<file path="config.mk">
export PLATFORM = sky130hd
export DESIGN_NAME = dmembus_unaligned_splitter_flat
export DESIGN_NICKNAME = d
export VERILOG_FILES = /design/src/rtl/dmembus_unaligned_splitter_pkg.sv /design/src/rtl/dmembus_unaligned_splitter_if.sv /design/src/rtl/dmembus_unaligned_splitter_piece_plan.sv /design/src/rtl/dmembus_unaligned_splitter.sv /design/src/flat_wrapper.sv
export SDC_FILE = /design/constraint.sdc
export NUM_CORES = 1
export LEC_CHECK = 0
export ABC_CLOCK_PERIOD_IN_PS = 7400
export CORE_AREA = 2 2 121 123
export DETAILED_ROUTE_END_ITERATION = 10
export DIE_AREA = 0 0 123 125
export GPL_TIMING_DRIVEN = 0
export HOLD_SLACK_MARGIN = 0.1
export PLACE_DENSITY = 0.85
export SYNTH_ARGS = -nofsm -noshare
export SYNTH_HDL_FRONTEND = slang
export SYNTH_HIERARCHICAL = 1
export SYNTH_SLANG_ARGS = --single-unit
</file>
<file path="constraint.sdc">
create_clock -name i_clk -period 7.4 [get_ports i_clk]
set_clock_uncertainty 0.1 [all_clocks]
set_input_delay 2.22 -clock i_clk [delete_from_list [all_inputs] [get_ports i_clk]]
set_output_delay 2.22 -clock i_clk [all_outputs]
set_load 0.05 [all_outputs]
</file>
<file path="src/rtl/dmembus_unaligned_splitter_pkg.sv">
// Shared width encodings, splitter states and byte-count helpers.
package dmembus_pkg;

  localparam logic [1:0] WIDTH_BYTE = 2'b01;
  localparam logic [1:0] WIDTH_HALF = 2'b10;
  localparam logic [1:0] WIDTH_WORD = 2'b11;

  typedef enum logic [1:0] {
    ST_IDLE,
    ST_ISSUE,
    ST_WAIT,
    ST_DONE
  } split_state_e;

  // Encoded access width to byte count; 00 is treated as a word.
  function automatic logic [2:0] width_bytes(input logic [1:0] w);
    case (w)
      WIDTH_BYTE: return 3'd1;
      WIDTH_HALF: return 3'd2;
      default:    return 3'd4;
    endcase
  endfunction

  // Byte count (1/2/4) to an LSB-justified data mask.
  function automatic logic [31:0] byte_mask(input logic [2:0] n);
    case (n)
      3'd1:    return 32'h0000_00FF;
      3'd2:    return 32'h0000_FFFF;
      default: return 32'hFFFF_FFFF;
    endcase
  endfunction

endpackage

</file>
<file path="src/rtl/dmembus_unaligned_splitter_if.sv">
// Upstream request port plus downstream aligned-membus port of the splitter.
interface dmembus_unaligned_splitter_if;
  // upstream (core side)
  logic [31:0] i_addr;
  logic [31:0] i_data;
  logic [1:0]  i_width;
  logic        i_we;
  logic        i_re;
  logic        i_zeroextend;
  logic [31:0] o_data;
  logic        o_stall;
  logic        o_error;
  logic        o_unaligned;
  // downstream (aligned membus side)
  logic [31:0] o_m_addr;
  logic [31:0] o_m_data;
  logic [1:0]  o_m_width;
  logic        o_m_we;
  logic        o_m_re;
  logic        o_m_zeroextend;
  logic [31:0] i_m_data;
  logic        i_m_stall;
  logic        i_m_error;

  modport slave (
    input  i_addr, i_data, i_width, i_we, i_re, i_zeroextend,
    output o_data, o_stall, o_error, o_unaligned,
    output o_m_addr, o_m_data, o_m_width, o_m_we, o_m_re, o_m_zeroextend,
    input  i_m_data, i_m_stall, i_m_error
  );

  modport master (
    output i_addr, i_data, i_width, i_we, i_re, i_zeroextend,
    input  o_data, o_stall, o_error, o_unaligned,
    input  o_m_addr, o_m_data, o_m_width, o_m_we, o_m_re, o_m_zeroextend,
    output i_m_data, i_m_stall, i_m_error
  );
endinterface

</file>
<file path="src/rtl/dmembus_unaligned_splitter_piece_plan.sv">
// Greedy choice of the next aligned piece from the current address LSBs and
// the number of bytes still to transfer.
module dmembus_piece_plan
  import dmembus_pkg::*;
(
  input  logic [1:0] c_lo_i,
  input  logic [2:0] r_i,
  output logic [1:0] width_o,
  output logic [2:0] size_o,
  output logic       last_o
);

  // Largest naturally aligned piece that fits in the remaining bytes.
  always_comb begin
    width_o = WIDTH_BYTE;
    size_o  = 3'd1;
    if (c_lo_i == 2'b00 && r_i >= 3'd4) begin
      width_o = WIDTH_WORD;
      size_o  = 3'd4;
    end else if (!c_lo_i[0] && r_i >= 3'd2) begin
      width_o = WIDTH_HALF;
      size_o  = 3'd2;
    end
    last_o = (size_o >= r_i);
  end

endmodule

</file>
<file path="src/rtl/dmembus_unaligned_splitter.sv">
// Splits any-alignment loads/stores into aligned membus pieces, merges load
// bytes and applies the final sign/zero extension.
module dmembus_unaligned_splitter
  import dmembus_pkg::*;
#(
  parameter bit ENABLE_SPLIT = 1'b1,
  parameter bit WRAP_ADDR    = 1'b1
) (
  input logic                          i_clk,
  input logic                          i_rst,
  dmembus_unaligned_splitter_if.slave  bus
);

  split_state_e state_q, state_d;
  logic [31:0] addr_q, addr_d;
  logic [31:0] sdata_q, sdata_d;
  logic [2:0]  n_q, n_d;
  logic [2:0]  k_q, k_d;
  logic        we_q, we_d;
  logic        zext_q, zext_d;
  logic [31:0] merge_q, merge_d;
  logic        seen_q, seen_d;
  logic        err_q, err_d;
  logic        unal_q, unal_d;
  logic [31:0] rdata_q, rdata_d;

  logic [2:0]  req_n;
  logic        misaligned;
  logic [32:0] end_sum;
  logic        reject;
  logic [31:0] cur_addr;
  logic [2:0]  remain;
  logic [1:0]  plan_width;
  logic [2:0]  plan_size;
  logic        plan_last;
  logic [4:0]  shamt;
  logic [31:0] piece_mask;
  logic [31:0] resp_merge;
  logic [31:0] final_val;
  logic        sign_bit;

  dmembus_piece_plan u_plan (
    .c_lo_i  (cur_addr[1:0]),
    .r_i     (remain),
    .width_o (plan_width),
    .size_o  (plan_size),
    .last_o  (plan_last)
  );

  // Request classification and per-piece datapath.
  always_comb begin
    req_n      = width_bytes(bus.i_width);
    misaligned = (req_n == 3'd2 && bus.i_addr[0]) ||
                 (req_n == 3'd4 && bus.i_addr[1:0] != 2'b00);
    end_sum    = {1'b0, bus.i_addr} + {30'd0, req_n} - 33'd1;
    reject     = misaligned && (!ENABLE_SPLIT || (!WRAP_ADDR && end_sum[32]));

    cur_addr   = addr_q + {29'd0, k_q};
    remain     = n_q - k_q;
    shamt      = {k_q[1:0], 3'b000};
    piece_mask = byte_mask(plan_size);
    resp_merge = merge_q | ((bus.i_m_data & piece_mask) << shamt);

    final_val  = resp_merge & byte_mask(n_q);
    case (n_q)
      3'd1:    sign_bit = final_val[7];
      3'd2:    sign_bit = final_val[15];
      default: sign_bit = final_val[31];
    endcase
    if (!zext_q && sign_bit) final_val = final_val | ~byte_mask(n_q);
  end

  // Next-state logic: accept, issue one piece, wait for its response, finish.
  always_comb begin
    state_d = state_q;
    addr_d  = addr_q;
    sdata_d = sdata_q;
    n_d     = n_q;
    k_d     = k_q;
    we_d    = we_q;
    zext_d  = zext_q;
    merge_d = merge_q;
    seen_d  = seen_q;
    err_d   = err_q;
    unal_d  = 1'b0;
    rdata_d = rdata_q;

    case (state_q)
      ST_IDLE: begin
        if (bus.i_we || bus.i_re) begin
          addr_d  = bus.i_addr;
          sdata_d = bus.i_data;
          n_d     = req_n;
          k_d     = 3'd0;
          we_d    = bus.i_we;
          zext_d  = bus.i_zeroextend;
          merge_d = '0;
          seen_d  = 1'b0;
          if (reject) begin
            err_d   = 1'b1;
            unal_d  = 1'b1;
            state_d = ST_DONE;
          end else begin
            err_d   = 1'b0;
            state_d = ST_ISSUE;
          end
        end
      end
      ST_ISSUE: begin
        seen_d  = 1'b0;
        state_d = ST_WAIT;
      end
      ST_WAIT: begin
        // The response is the first idle cycle after the membus went busy.
        if (bus.i_m_stall) begin
          seen_d = 1'b1;
        end else if (seen_q) begin
          merge_d = resp_merge;
          k_d     = k_q + plan_size;
          if (bus.i_m_error) err_d = 1'b1;
          if (plan_last || bus.i_m_error) begin
            if (!we_q) rdata_d = final_val;
            state_d = ST_DONE;
          end else begin
            state_d = ST_ISSUE;
          end
        end
      end
      default: begin
        state_d = ST_IDLE;
      end
    endcase
  end

  // State and datapath registers with synchronous active-low reset.
  always_ff @(posedge i_clk) begin
    if (!i_rst) begin
      state_q <= ST_IDLE;
      addr_q  <= '0;
      sdata_q <= '0;
      n_q     <= 3'd4;
      k_q     <= '0;
      we_q    <= 1'b0;
      zext_q  <= 1'b0;
      merge_q <= '0;
      seen_q  <= 1'b0;
      err_q   <= 1'b0;
      unal_q  <= 1'b0;
      rdata_q <= '0;
    end else begin
      state_q <= state_d;
      addr_q  <= addr_d;
      sdata_q <= sdata_d;
      n_q     <= n_d;
      k_q     <= k_d;
      we_q    <= we_d;
      zext_q  <= zext_d;
      merge_q <= merge_d;
      seen_q  <= seen_d;
      err_q   <= err_d;
      unal_q  <= unal_d;
      rdata_q <= rdata_d;
    end
  end

  assign bus.o_stall        = (state_q == ST_ISSUE) || (state_q == ST_WAIT);
  assign bus.o_data         = rdata_q;
  assign bus.o_error        = err_q;
  assign bus.o_unaligned    = unal_q;
  assign bus.o_m_addr       = cur_addr;
  assign bus.o_m_data       = (sdata_q >> shamt) & piece_mask;
  assign bus.o_m_width      = plan_width;
  assign bus.o_m_we         = (state_q == ST_ISSUE) && we_q;
  assign bus.o_m_re         = (state_q == ST_ISSUE) && !we_q;
  assign bus.o_m_zeroextend = 1'b1;

endmodule

</file>
<file path="src/flat_wrapper.sv">
// flat-port wrapper written by rule: the top's interface ports become plain ports
module dmembus_unaligned_splitter_flat import dmembus_pkg::*;
#(
  parameter bit ENABLE_SPLIT = 1'b1,
  parameter bit WRAP_ADDR    = 1'b1
)
  (i_clk, i_rst, bus_i_addr, bus_i_data, bus_i_width, bus_i_we, bus_i_re, bus_i_zeroextend, bus_o_data, bus_o_stall, bus_o_error, bus_o_unaligned, bus_o_m_addr, bus_o_m_data, bus_o_m_width, bus_o_m_we, bus_o_m_re, bus_o_m_zeroextend, bus_i_m_data, bus_i_m_stall, bus_i_m_error);
  dmembus_unaligned_splitter_if bus_i ();
  input logic i_clk;
  input logic i_rst;
  input wire logic [$bits(bus_i.i_addr)-1:0] bus_i_addr;
  input wire logic [$bits(bus_i.i_data)-1:0] bus_i_data;
  input wire logic [$bits(bus_i.i_width)-1:0] bus_i_width;
  input wire logic [$bits(bus_i.i_we)-1:0] bus_i_we;
  input wire logic [$bits(bus_i.i_re)-1:0] bus_i_re;
  input wire logic [$bits(bus_i.i_zeroextend)-1:0] bus_i_zeroextend;
  output wire logic [$bits(bus_i.o_data)-1:0] bus_o_data;
  output wire logic [$bits(bus_i.o_stall)-1:0] bus_o_stall;
  output wire logic [$bits(bus_i.o_error)-1:0] bus_o_error;
  output wire logic [$bits(bus_i.o_unaligned)-1:0] bus_o_unaligned;
  output wire logic [$bits(bus_i.o_m_addr)-1:0] bus_o_m_addr;
  output wire logic [$bits(bus_i.o_m_data)-1:0] bus_o_m_data;
  output wire logic [$bits(bus_i.o_m_width)-1:0] bus_o_m_width;
  output wire logic [$bits(bus_i.o_m_we)-1:0] bus_o_m_we;
  output wire logic [$bits(bus_i.o_m_re)-1:0] bus_o_m_re;
  output wire logic [$bits(bus_i.o_m_zeroextend)-1:0] bus_o_m_zeroextend;
  input wire logic [$bits(bus_i.i_m_data)-1:0] bus_i_m_data;
  input wire logic [$bits(bus_i.i_m_stall)-1:0] bus_i_m_stall;
  input wire logic [$bits(bus_i.i_m_error)-1:0] bus_i_m_error;
  assign bus_i.i_addr = bus_i_addr;
  assign bus_i.i_data = bus_i_data;
  assign bus_i.i_width = bus_i_width;
  assign bus_i.i_we = bus_i_we;
  assign bus_i.i_re = bus_i_re;
  assign bus_i.i_zeroextend = bus_i_zeroextend;
  assign bus_o_data = bus_i.o_data;
  assign bus_o_stall = bus_i.o_stall;
  assign bus_o_error = bus_i.o_error;
  assign bus_o_unaligned = bus_i.o_unaligned;
  assign bus_o_m_addr = bus_i.o_m_addr;
  assign bus_o_m_data = bus_i.o_m_data;
  assign bus_o_m_width = bus_i.o_m_width;
  assign bus_o_m_we = bus_i.o_m_we;
  assign bus_o_m_re = bus_i.o_m_re;
  assign bus_o_m_zeroextend = bus_i.o_m_zeroextend;
  assign bus_i.i_m_data = bus_i_m_data;
  assign bus_i.i_m_stall = bus_i_m_stall;
  assign bus_i.i_m_error = bus_i_m_error;
  dmembus_unaligned_splitter #(.ENABLE_SPLIT(ENABLE_SPLIT), .WRAP_ADDR(WRAP_ADDR)) u_core (.i_clk(i_clk), .i_rst(i_rst), .bus(bus_i));
endmodule
</file>
==> metrics.md <==
| Metric | Value |
|---|---|
| Inst Count DP | 1,277 |
| Ys async rst share | 0 |
| Hold slack final | 350 ps |
| Final period utilization | 0.941 |
| Routability cong. | 0.953 |
| # hold bufs at CTS | 0 |
| Port Buffers | 205 |
| Drt first pass iters | 6 |
| Initial Util | 0.503 |
| Min-delay src | u_core/sdata_q[2]$_SDFFE_PN0P_ |
| Clock Latency Late Sink | 420 ps |
| Layout area overhead | 40.8% |
| Critical path launch point type | flip-flop |
| Core area | 14,200 µm² |
| Die area | 15,400 µm² |
| RSZ-0062 raised after global routing | false |
| Initial antenna violation count | 0 |
| Mapped Cells | 888 |
| Cts bufs inserted | 17 |
| Top cell type's share of synthesized area | 0.392 |
| Post-route DRC violation count | 0 |
| #FFs+latches synth | 140 |
| Post-DRT Antenna Nets | 0 |
| Count of cell types in the netlist | 61 |
| CTS H-tree lvls | 4 |
| Peak supply drop | 0.233 mV |
| Share of cells above drive strength 1 | 0.0898 |
| Crit-path max cell delay | 800 ps |
| PD cells | 334 nW/µm² |
| Die H | 125 µm |
| Fin area | 10,100 µm² |
| Max Freq | 144 MHz |
| Mapped cell area | 7150 µm² |
| Final Max Tran Viols | 0 |
| Placed Area | 9430 µm² |
| Post-layout min period | 6960 ps |
| Clock sink total | 140 |
| Rel. slew slack | 0.546 |
| Synth area leaders | dfxtp_1, nand2_1, a21oi_1, nor2_1, xnor2_1 |
| Congestion Overflow GR | 0 |
| Root buf cell | clkbuf_16 |
| Crit-path slowest cell | clkdlybuf4s50_1 |
| First-pass GRT wire length | 35.4 mm |
| Final hold viol count | 0 |
| CTS tree | built |
| # diodes | 0 |
| Reg clk slew, reported paths | 60 ps |
| Layout Cells excl Fill | 1,309 |
| DR WL met3 | 2.15 mm |
| Slew @ Worst Pin | 678 ps |
| Detailed Route WL | 22.9 mm |
| CP cell instances | buf_2, clkinv_1, fa_1, inv_1, nor2_2, and2_4, nor2_2, xnor2_1, o21ai_2, nor2_1, and2_1, clkdlybuf4s50_1 |
| Worst Path Required | 5080 ps |
| Post-route setup slack | 435 ps |
| Pin count of the biggest net entering global routing | 17 |
| IO Pins | 209 |
| Die width | 123 µm |
| Top_reg_cell synth | dfxtp_1 |
| Post-detail-place hpwl | 17.0 mm |
| Crit. End Element | primary output |
| Outcome | finished, final reports clean |
| Layout net count | 1,233 |
| LEAKAGE | 0.00375 µW |
| CP max FO | 10 |
| # setup viols final | 0 |
| Initial DRC Count | 589 |
| HP Class | flip-flop to flip-flop |
| Detail Route met2 WL | 10.7 mm |
| Largest area contributor in the netlist | dfxtp_1 |
| MaxCap Viol Count | 0 |
| Final TNS setup | 0 ps |
| WS Path Type | flip-flop to primary output |
| Reg2Reg Launch Point | u_core/k_q[1]$_SDFFE_PN0P_ |
| Via-per-instance ratio | 5.65 |
| Total track usage | 0.296 |
| CP startpoint | u_core/k_q[1]$_SDFFE_PN0P_ |
| FP Rows | 44 |
| Top routing layer used | met4 |
| Register area share after synthesis | 0.392 |
| CTS Buffer Depth | 2 |
| Syn avg cell area | 8.05 µm² |
| Post-synth EDFFs | 0 |
| Top cell by count, worst path | nor2_2 |
| Post-Place Worst Slack | 523 ps |
| M1 WL | 9.24 mm |
| Vias in the first global route | 7,070 |
| Routed length per instance | 17.5 µm |
| Synth Warn # | 6 |
| Mapped Nets | 1,009 |
| Worst EP arrival | 4640 ps |
| Vias | 7,390 |
layer usage:
metal | vias to the layer above | GRT usage
li1 | 3526 | -
met2 | 384 | 0.475
met4 | 0 | 0.128
met5 | - | 0
met3 | 66 | 0.0999
met1 | 3414 | 0.358
synthesized netlist by cell type (3+ instances only):
cell	number
nand2_1	167
dfxtp_1	140
a21oi_1	120
nor2_1	85
clkbuf_1	36
o21ai_0	28
xnor2_1	28
mux2i_1	24
a22oi_1	19
a211oi_1	17
buf_2	16
mux2_2	15
nand3_1	15
and2_1	14
inv_1	14
ha_1	13
nor2b_1	13
nand2b_1	10
nor3_1	10
a221o_1	8
o221a_2	8
a221oi_1	7
nand4_1	7
o22ai_1	6
xor2_1	6
and3_1	5
a21oi_2	4
and4_1	4
buf_4	3
buf_6	3
fa_1	3
nor3_2	3
cells in the final DEF, fill, tap and decap left out, types with 8 or more instances in the layout:
master | Yosys | final
o21ai_0 | 28 | 28
inv_1 | 14 | 14
nor2_1 | 85 | 84
nand2b_1 | 10 | 10
o221a_2 | 8 | 8
buf_2 | 16 | 16
nor3_1 | 10 | 10
dfxtp_1 | 140 | 139
clkbuf_1 | 36 | 36
a221o_1 | 8 | 8
clkdlybuf4s50_1 | 0 | 205
nand3_1 | 15 | 15
ha_1 | 13 | 13
clkbuf_16 | 0 | 17
a22oi_1 | 19 | 19
mux2_2 | 15 | 15
a211oi_1 | 17 | 17
and2_1 | 14 | 14
xnor2_1 | 28 | 28
nor2b_1 | 13 | 13
mux2i_1 | 24 | 24
a21oi_1 | 120 | 120
nand2_1 | 167 | 167
kinds of logic (layout without fill, tap and decap cells):
kind of cell / count (synthesis) / count (layout) / share of synthesized area
flip-flops: 140 / 140 / 0.392
AO/OA/AOI/OAI: 231 / 231 / 0.204
AND/OR/NAND/NOR: 348 / 348 / 0.224
adder cells (fa/ha/maj): 16 / 16 / 0.0312
other: 2 / 2 / 0.00105
buffers and inverters: 78 / 315 / 0.0487
multiplexers: 39 / 39 / 0.0572
XOR/XNOR: 34 / 34 / 0.0417
metrics by stage:
stage               power [µW]  utilization
detailed placement        2430        0.664
global route              3520        0.709
CTS                       3350        0.709
global placement          2420        0.664
finish                    3360        0.709
floorplan                 1950            -
state kept, by name, summed over array words and instances, names as in the netlist:
register	count
u_core/addr_q	32
u_core/bus.o_data	32
u_core/bus.o_error	1
u_core/k_q	3
u_core/merge_q	32
u_core/n_q	3
u_core/sdata_q	32
u_core/seen_q	1
u_core/state_q	2
u_core/we_q	1
u_core/zext_q	1
area by class of cell:
type	instances	area, µm²
Fill cell	1127	4140
Multi-Input combinational cell	670	4000
Sequential cell	140	2800
Timing Repair Buffer	205	2050
Clock buffer	18	439
Buffer	61	284
Tap cell	184	230
Clock inverter	14	193
Inverter	17	63.8
power breakdown:
part	leakage [µW]	total (µW)	internal (µW)	switching (µW)
clock	0.000291	910	572	338
sequential	0.00114	958	855	103
combinational	0.00231	1490	501	992
worst max-delay path: cells and delay by family (launching register included):
family	cells	cell delay, ps
flops	1	490
fa+ha+maj	1	560
simple gates	5	1180
compound gates	1	200
xor+xnor	1	220
buf+inv	4	1550
path summary, 6_finish.rpt:
kind	endpoint	slack, ps	cells past startpoint
max	bus_o_m_data[31]	440	12
min	u_core/sdata_q[2]$_SDFFE_PN0P_	350	2
max reg2reg	u_core/bus.o_data[30]$_SDFFE_PN0P_	2740	16
min reg2reg	u_core/sdata_q[2]$_SDFFE_PN0P_	350	2
timing repair:
item	in CTS	in global routing
buffers inserted	0	0
setup endpoints to repair	0	8
gates resized for setup	0	2
No activity file was read; power rests on OpenSTA's default activity.
